## src/rtl/bp_cfg_pkg.sv

```systemverilog
// Shared types for the per-core configuration loader: field selector, entry layout, FSM encoding.
package bp_cfg_pkg;

   localparam int unsigned max_core_lp    = 16;
   localparam int unsigned core_idx_w_lp  = 4;
   localparam int unsigned state_w_lp     = 2;

   typedef enum logic [1:0] {
      e_field_freeze      = 2'd0,
      e_field_cce_mode    = 2'd1,
      e_field_icache_mode = 2'd2,
      e_field_dcache_mode = 2'd3
   } bp_cfg_field_e;

   // Packed so the bus view reads {dcache_mode, icache_mode, cce_mode, freeze}.
   typedef struct packed {
      logic dcache_mode;
      logic icache_mode;
      logic cce_mode;
      logic freeze;
   } bp_cfg_entry_s;

   typedef logic [state_w_lp-1:0] bp_cfg_state_t;

   localparam bp_cfg_state_t e_idle = 2'd0;
   localparam bp_cfg_state_t e_send = 2'd1;
   localparam bp_cfg_state_t e_resp = 2'd2;

   function automatic logic entry_field(input bp_cfg_entry_s entry, input bp_cfg_field_e field);
      logic val;
      val = entry.freeze;
      case (field)
         e_field_freeze:      val = entry.freeze;
         e_field_cce_mode:    val = entry.cce_mode;
         e_field_icache_mode: val = entry.icache_mode;
         e_field_dcache_mode: val = entry.dcache_mode;
         default:             val = entry.freeze;
      endcase
      return val;
   endfunction

endpackage

```

## src/rtl/bp_cfg_entry.sv

```systemverilog
// One core's configuration register; a write updates only the selected field bit.
module bp_cfg_entry
   import bp_cfg_pkg::*;
#(
   parameter logic default_freeze_p   = 1'b1,
   parameter logic default_cce_mode_p = 1'b0
) (
   input  logic          clk_i,
   input  logic          reset_n_i,
   input  logic          we_i,
   input  bp_cfg_field_e field_i,
   input  logic          bit_i,
   output bp_cfg_entry_s entry_o
);

   bp_cfg_entry_s entry_r;

   always_ff @(posedge clk_i or negedge reset_n_i) begin
      if (!reset_n_i) begin
         entry_r.dcache_mode <= 1'b0;
         entry_r.icache_mode <= 1'b0;
         entry_r.cce_mode    <= default_cce_mode_p;
         entry_r.freeze      <= default_freeze_p;
      end else if (we_i) begin
         case (field_i)
            e_field_freeze:      entry_r.freeze      <= bit_i;
            e_field_cce_mode:    entry_r.cce_mode    <= bit_i;
            e_field_icache_mode: entry_r.icache_mode <= bit_i;
            e_field_dcache_mode: entry_r.dcache_mode <= bit_i;
            default:             entry_r.freeze      <= bit_i;
         endcase
      end
   end

   assign entry_o = entry_r;

endmodule

```

## src/rtl/bp_cfg_loader.sv

```systemverilog
// Host-facing config loader: updates per-core entries, then delivers them to cores one at a time.
module bp_cfg_loader
   import bp_cfg_pkg::*;
#(
   parameter int unsigned num_core_p         = 4,
   parameter int unsigned cfg_data_width_p   = 8,
   parameter int unsigned default_freeze_p   = 1,
   parameter int unsigned default_cce_mode_p = 0
) (
   input  logic                        clk_i,
   input  logic                        reset_n_i,
   input  logic                        cfg_v_i,
   output logic                        cfg_ready_o,
   input  logic                        cfg_w_i,
   input  logic [4:0]                  cfg_core_i,
   input  logic [1:0]                  cfg_field_i,
   input  logic [cfg_data_width_p-1:0] cfg_data_i,
   output logic                        resp_v_o,
   output logic [cfg_data_width_p-1:0] resp_data_o,
   output logic                        resp_err_o,
   input  logic                        resp_yumi_i,
   output logic                        bus_v_o,
   output logic [3:0]                  bus_core_o,
   output logic [3:0]                  bus_entry_o,
   input  logic [num_core_p-1:0]       bus_ack_i,
   output logic [num_core_p-1:0]       freeze_o
);

   localparam logic [core_idx_w_lp:0]   num_core_lp  = (core_idx_w_lp+1)'(num_core_p);
   localparam logic [core_idx_w_lp-1:0] last_core_lp = core_idx_w_lp'(num_core_p - 1);

   bp_cfg_state_t               state_r, state_n;
   logic [core_idx_w_lp-1:0]    iter_r, iter_n;
   logic                        bcast_r, bcast_n;
   logic                        resp_bit_r, resp_bit_n;
   logic                        resp_err_r, resp_err_n;
   logic [num_core_p-1:0]       we_c;

   bp_cfg_entry_s [max_core_lp-1:0] entry_arr;
   logic [max_core_lp-1:0]          ack_pad;
   logic [cfg_data_width_p-1:0]     cfg_data_unused;

   logic                     accept_c;
   logic                     bcast_c;
   logic                     idx_valid_c;
   logic [core_idx_w_lp-1:0] idx_c;
   bp_cfg_field_e            field_c;

   assign idx_c           = cfg_core_i[3:0];
   assign bcast_c         = cfg_core_i[4];
   assign idx_valid_c     = ({1'b0, idx_c} < num_core_lp);
   assign field_c         = bp_cfg_field_e'(cfg_field_i);
   assign ack_pad         = max_core_lp'(bus_ack_i);
   assign cfg_data_unused = cfg_data_i;

   // Ready is a state decode, held low while reset is asserted.
   assign cfg_ready_o = (state_r == e_idle) && reset_n_i;
   assign accept_c    = cfg_v_i && cfg_ready_o;

   // Unused slots read back as zero so the 4-bit index never needs narrowing.
   for (genvar i = 0; i < max_core_lp; i++) begin : g_core
      if (i < num_core_p) begin : g_live
         bp_cfg_entry #(
            .default_freeze_p   (1'(default_freeze_p)),
            .default_cce_mode_p (1'(default_cce_mode_p))
         ) u_entry (
            .clk_i     (clk_i),
            .reset_n_i (reset_n_i),
            .we_i      (we_c[i]),
            .field_i   (field_c),
            .bit_i     (cfg_data_i[0]),
            .entry_o   (entry_arr[i])
         );
         assign freeze_o[i] = entry_arr[i].freeze;
      end else begin : g_pad
         assign entry_arr[i] = '0;
      end
   end

   always_ff @(posedge clk_i or negedge reset_n_i) begin
      if (!reset_n_i) begin
         state_r    <= e_idle;
         iter_r     <= '0;
         bcast_r    <= 1'b0;
         resp_bit_r <= 1'b0;
         resp_err_r <= 1'b0;
      end else begin
         state_r    <= state_n;
         iter_r     <= iter_n;
         bcast_r    <= bcast_n;
         resp_bit_r <= resp_bit_n;
         resp_err_r <= resp_err_n;
      end
   end

   always_comb begin
      state_n    = state_r;
      iter_n     = iter_r;
      bcast_n    = bcast_r;
      resp_bit_n = resp_bit_r;
      resp_err_n = resp_err_r;
      we_c       = '0;

      case (state_r)
         e_idle: begin
            if (accept_c) begin
               resp_bit_n = 1'b0;
               resp_err_n = 1'b0;
               state_n    = e_resp;
               if (cfg_w_i && (bcast_c || idx_valid_c)) begin
                  state_n = e_send;
                  bcast_n = bcast_c;
                  iter_n  = bcast_c ? '0 : idx_c;
                  for (int unsigned i = 0; i < num_core_p; i++) begin
                     we_c[i] = bcast_c || (idx_c == core_idx_w_lp'(i));
                  end
               end else if (!cfg_w_i && !bcast_c && idx_valid_c) begin
                  resp_bit_n = entry_field(entry_arr[idx_c], field_c);
               end else begin
                  resp_err_n = 1'b1;
               end
            end
         end
         e_send: begin
            // Only the ack bit of the core being delivered counts.
            if (ack_pad[iter_r]) begin
               if (!bcast_r || (iter_r == last_core_lp)) begin
                  state_n = e_resp;
               end else begin
                  iter_n = iter_r + 4'd1;
               end
            end
         end
         e_resp: begin
            if (resp_yumi_i) begin
               state_n = e_idle;
               iter_n  = '0;
            end
         end
         default: begin
            state_n = e_idle;
            iter_n  = '0;
         end
      endcase
   end

   assign resp_v_o    = (state_r == e_resp);
   assign resp_data_o = resp_v_o ? cfg_data_width_p'(resp_bit_r) : '0;
   assign resp_err_o  = resp_v_o && resp_err_r;
   assign bus_v_o     = (state_r == e_send);
   assign bus_core_o  = iter_r;
   assign bus_entry_o = bus_v_o ? entry_arr[iter_r] : 4'h0;

endmodule

```

## config.mk

```make
export PLATFORM = sky130hd
export DESIGN_NAME = bp_cfg_loader
export DESIGN_NICKNAME = d
export VERILOG_FILES = /design/src/rtl/bp_cfg_pkg.sv /design/src/rtl/bp_cfg_entry.sv /design/src/rtl/bp_cfg_loader.sv
export SDC_FILE = /design/constraint.sdc
export NUM_CORES = 1
export LEC_CHECK = 0
export ABC_AREA = 1
export CAP_MARGIN = 10
export CORE_UTILIZATION = 35
export CTS_BUF_LIST = sky130_fd_sc_hd__clkbuf_4 sky130_fd_sc_hd__clkbuf_8 sky130_fd_sc_hd__clkbuf_16
export DETAILED_ROUTE_END_ITERATION = 6
export DONT_BUFFER_PORTS = 1
export SLEW_MARGIN = 15
export SYNTH_ARGS = -nofsm -noshare
export SYNTH_HDL_FRONTEND = slang
export SYNTH_SLANG_ARGS = --single-unit
export TNS_END_PERCENT = 100
```

## constraint.sdc

```tcl
create_clock -name clk_i -period 1.84 [get_ports clk_i]
set_input_delay 0.184 -clock clk_i [delete_from_list [all_inputs] [get_ports clk_i]]
set_output_delay 0.184 -clock clk_i [all_outputs]
set_load 0.1 [all_outputs]
```

[Word-level counts from Yosys, hierarchy flattened]
Index checks and enable logic that the tools add are counted.
Storage, ports and cells
  register bits: 25
  bits in latches: 0
  RAM bits: 0
  ROM bits: 0
  output and inout port bits: 24
  logic and storage cells: 107
  memories kept: 0
Operators by class
  add/sub/neg operators: 1
  multiply operators: 0
  divide/modulo/power cells: 0
  magnitude comparators: 3
  equal/unequal tests: 15
  shift operators: 0
  muxes and demuxes: 29
  bitwise operators: 0
  reductions and logical operators: 38
Operators with widths (count)
  $mux W4: 12
  $reduce_and A2 Y1: 17
  $bmux W4 S4: 2
  $eq A4 B2 Y1 const B: 3
  $pmux W4 S3: 1
  $lt A4 B5 Y1 const B: 2
  $mux W2: 5
  $ne A2 B1 Y1 const B: 4
  $eq A2 B2 Y1 const B: 3
  $logic_and A1 B1 Y1: 6
  $logic_or A1 B1 Y1: 6
  $mux W1: 6
  $pmux W2 S3: 1
  $reduce_and A5 Y1: 1
  $add A4 B1 Y4 const B: 1
  $bmux W1 S4: 1
  $eq A2 B1 Y1 const B: 2
  $eq A4 B1 Y1 const B: 1
  $logic_not A2 Y1: 2
  $logic_not A4 Y1: 1
  $lt A4 B3 Y1 const B: 1
  $ne A2 B2 Y1 const B: 2
  $pmux W1 S4: 1
  $reduce_and A4 Y1: 1
  2 further kinds: 4

[Depth between registers and ports, before layout]
  word-level depth: 7
  gate-level depth with buffers: 10
  depth with buffers taken out: 9

[By module]
A second synthesis with hierarchy kept.
Second synthesis, totals
  cells, all modules: 273
  area, all modules: 1816.7 um^2
Modules (own cells, without submodules)
  bp_cfg_loader: instances 1, cells each 177, area an instance 1046.0 um^2, seq. area each 225.2 um^2
  bp_cfg_entry: instances 4, cells each 24, area an instance 192.7 um^2, seq. area each 101.3 um^2

[Worst setup path before layout]
No wires, ideal clock.
  kind: reg2out
  start point: reg state_r[0]
  end point: out resp_data_o[0]
  arrival: 3.261 ns
  setup slack: -1.605 ns
  cell stages (with the launch flop): 4
  path through: dfrtp_1 nor2_1 inv_1 nor2_1
Between the ends
  word-level cells in the longest chain between the ends: 2
RTL lines
  from (decl): RTL line bp_cfg_loader.sv:32  | bp_cfg_state_t state_r, state_n;
  from (signal assigned): RTL line bp_cfg_loader.sv:82  | state_r <= e_idle;
  from (signal assigned): RTL line bp_cfg_loader.sv:88  | state_r <= state_n;
  $eq A2 B2 Y1: RTL line bp_cfg_loader.sv:147  | assign resp_v_o = (state_r == e_resp);
  via resp_v_o: RTL line bp_cfg_loader.sv:18  | output logic resp_v_o,
  $mux W1: RTL line bp_cfg_loader.sv:148  | assign resp_data_o = resp_v_o ? cfg_data_width_p'(resp_bit_r) : '0;
  to (decl): RTL line bp_cfg_loader.sv:19  | output logic [cfg_data_width_p-1:0] resp_data_o,
The timed path passes the listed nets, and every way through them passes these cells.

[Final worst setup path]
  start point: reg iter_r[0] (netlist: bus_core_o[0])
  end point: out bus_entry_o[2]
Between the ends
  word-level cells in the longest chain between the ends: 3
RTL lines
  from (decl): RTL line bp_cfg_loader.sv:33  | logic [core_idx_w_lp-1:0] iter_r, iter_n;
  from (signal assigned): RTL line bp_cfg_loader.sv:89  | iter_r <= iter_n;
  $bmux W4 S4: RTL line bp_cfg_loader.sv:152  | assign bus_entry_o = bus_v_o ? entry_arr[iter_r] : 4'h0;
  $mux W4 (not written as such): RTL line bp_cfg_loader.sv:152
  $mux W4: RTL line bp_cfg_loader.sv:152
  to (decl): RTL line bp_cfg_loader.sv:24  | output logic [3:0] bus_entry_o,
Every way passes these cells. The select of a mux whose other input is x is not followed.

==> impl_metrics.yaml <==
floorplan:
  num_rows: 25
  die_h_microns: 72.77
  die_x_microns: 72.77
  initial_core_util_pct: 36.63
  dieArea_sq_mm: 0.005295
  ioPinCount: 48
  coreArea_sq_mm: 0.004786
drt:
  wl_per_cell_microns: 12.11
  wl_mm: 4.142
  dr.pass1.iters: 4
  initialDrtViolationCount: 92
  route.detailed.drc: 0
  postRouteAntennaNets: 0
  vias: 1552
  via_per_inst: 4.538
clocking:
  cts_buffers: 3
  clock-root-buffer: "clkbuf_8"
  htree_levels: 1
  clock_path_buffers: 2
  cts_tree: "yes"
  clkTransAtPathRegs_ns: 0.09
  cts.sinks: 25
  clk-insertion-delay-late_ns: 0.28
setup_path:
  critical_path_class: "flop to output pin"
  cp-start-kind: "flop"
  worstPathArrival_ns: 1.60
  worstPathRequired_ns: 1.66
  endpoint_kind: "output pin"
  crit_fanout: 7
placement:
  routabilityCongestion: 0.8360
  place_area_sq_mm: 0.002056
  hpwl_mm: 3.142
  post-place-ws_ns: 0.2533
  portBuffers: 0
final_layout:
  n_antenna_cell: 0
  drive_above_1_share_pct: 22.91
  n_fill_cell: 494
  nets: 301
  design_area_sq_mm: 0.002166
  syn_to_final_growth_pct: 23.55
grt:
  grtUsageMet3_pct: 2.901
  grtUsageTotal_pct: 16.90
  gr-usage-met2_pct: 27.00
  grt_pass1_wl_mm: 6.748
  top_usage_layer: "met2"
  grt_max_degree: 26
  overflow: 0
  grt_pass1_vias: 1354
  grtUsageMet1_pct: 22.86
  antenna_found_initial: 0
run:
  maxCapViolations: 0
sta:
  max_freq_ghz: 0.5611
  fin_crit_ns: 1.782
  fin_ws_ns: 0.05782
  rsz0062_at_grt: "true"
  finalSetupViolCount: 0
  fin_skew_ns: 0.007290
  finalHoldViolCount: 0
  fin_crit_sh_pct: 96.86
  slew_violations: 0
synth:
  synth-edff-count: 0
  synthCells: 257
  yosysMostFrequentCell: "nand2_1"
  synth_top_cell_by_area: "dfrtp_1"
  async_reset_ff_share_pct: 100.0
  synth-seq-area-share_pct: 35.97
  synth_top_area_share_pct: 29.98
  synth_area_leaders: "dfrtp_1, nand2_1, inv_1"
  synth_common_cells: "nand2_1, inv_1, o21ai_0, dfrtp_1, nor2_1"
  synth_ff_type: "dfrtp_1"
  postSynthAreaPerCell_sq_um: 6.821
  post_synth_num_cell_types: 25
  synth_seq_cells: 25
  syn-cell-area_sq_mm: 0.001753
  yosys_warnings: 0
pwr:
  power_density_mw_per_mm2: 1293
  p_leak_nw: 0.9535
  power.total_mw: 2.801
  ir_worst_vdd_mv: 0.4443
outcome:
  status: "complete, no violations"
hold_path:
  hp-class: "primary input to flop"
==> layout by cell type, fill, tap and decap left out, types with 2 or more instances in the layout <==
master       n
nor2_1      16
a21oi_4      7
inv_1       32
a21oi_1     11
inv_2        3
buf_4       15
clkbuf_8     3
nand2_1     78
dfrtp_2      3
dfrtp_1     16
nor2_4       7
conb_1       7
o21ai_0     25
nand3_1     10
nand2_2      3
o21ai_1     10
buf_12       7
dfrtp_4      2
nor3_1       3
dfstp_2      4
clkinvlp_4   2
==> routing by layer <==
metal  vias up  share of wire (%)
li1        827                  -
met1       692                 47
met2        29                 47
met3         4                3.8
met4         0                1.5
met5         -                  0
==> cell type report <==
class                      instances  area (sq um)  share of cell area [%]
inverter                          38         151.4                   6.990
multi-input combinational        184         972.2                   44.89
timing repair buffer              23         262.8                   12.13
tap                               67         83.83                   3.871
timing repair inverter             1         5.005                  0.2311
sequential                        25         641.9                   29.64
clock buffer                       4         48.80                   2.253
==> sequential cells by signal, summed over array words and instances (netlist names) <==
name,flops
g_core.g_live.u_entry.entry_o,16
bus_core_o,4
state_r,2
bcast_r,1
resp_bit_r,1
resp_err_r,1
==> final timing paths <==
kind / endpoint / startpoint / depth (start not counted) / slack, ns
min reg2reg: resp_bit_r / resp_bit_r / 2 / 0.48
max reg2reg: bus_core_o[3] / bus_core_o[0] / 8 / 0.18
min: g_core[0].g_live.u_entry.entry_o[3] / cfg_data_i[0] / 2 / 0.03
max: bus_entry_o[2] / bus_core_o[0] / 4 / 0.06
max in group asynchronous: g_core[1].g_live.u_entry.entry_o[0] / reset_n_i / 2 / 1.29
min in group asynchronous: g_core[2].g_live.u_entry.entry_o[1] / reset_n_i / 2 / 0.32
==> report_power, final <==
part	total [mW]	switching, mW	leakage, nW	internal, mW
logic	1.61	1.17	0.620	0.437
registers	0.836	0.130	0.308	0.706
clock network	0.359	0.189	0.0262	0.170
==> critical path, stage by stage (launching register included) <==
cell and delay [ns]:
dfrtp_4 0.48, clkinvlp_2 0.19, o21ai_0 0.37, a21oi_4 0.11, buf_12 0.18
==> metrics by stage <==
step           util (%)  hold slack (ns)  setup TNS [ns]  instances
3_3_place_gp      42.95          -0.1107               0        332
4_1_cts           45.15          0.03156               0        341
3_5_place_dp      42.95          -0.1109               0        332
6_report          45.25          0.03042               0        342
5_1_grt           45.25          0.04359       -0.006112        342
2_1_floorplan         -          -0.1116         -0.1767        263
==> logic make-up (layout without fill, tap and decap cells) <==
group | Yosys count | in the layout | share of synthesized area, %
buf+inv | 54 | 66 | 14.27
fa+ha+maj | 1 | 1 | 0.7137
compound gates | 54 | 54 | 17.49
other cells | 1 | 7 | 0.2139
simple gates | 122 | 122 | 31.33
flops | 25 | 25 | 35.97
==> repair_timing <==
| item | 4_1_cts | 5_1_grt |
|---|---|---|
| buffers inserted | 3 | 0 |
| pin swaps | 0 | 0 |
| cloned | 0 | 1 |
| endpoints found under the hold margin | 25 | 0 |
| setup endpoints to repair | 3 | 3 |
| hold buffers | 2 | 0 |
| resized for setup | 1 | 1 |
No activity file was read; power rests on OpenSTA's default activity.
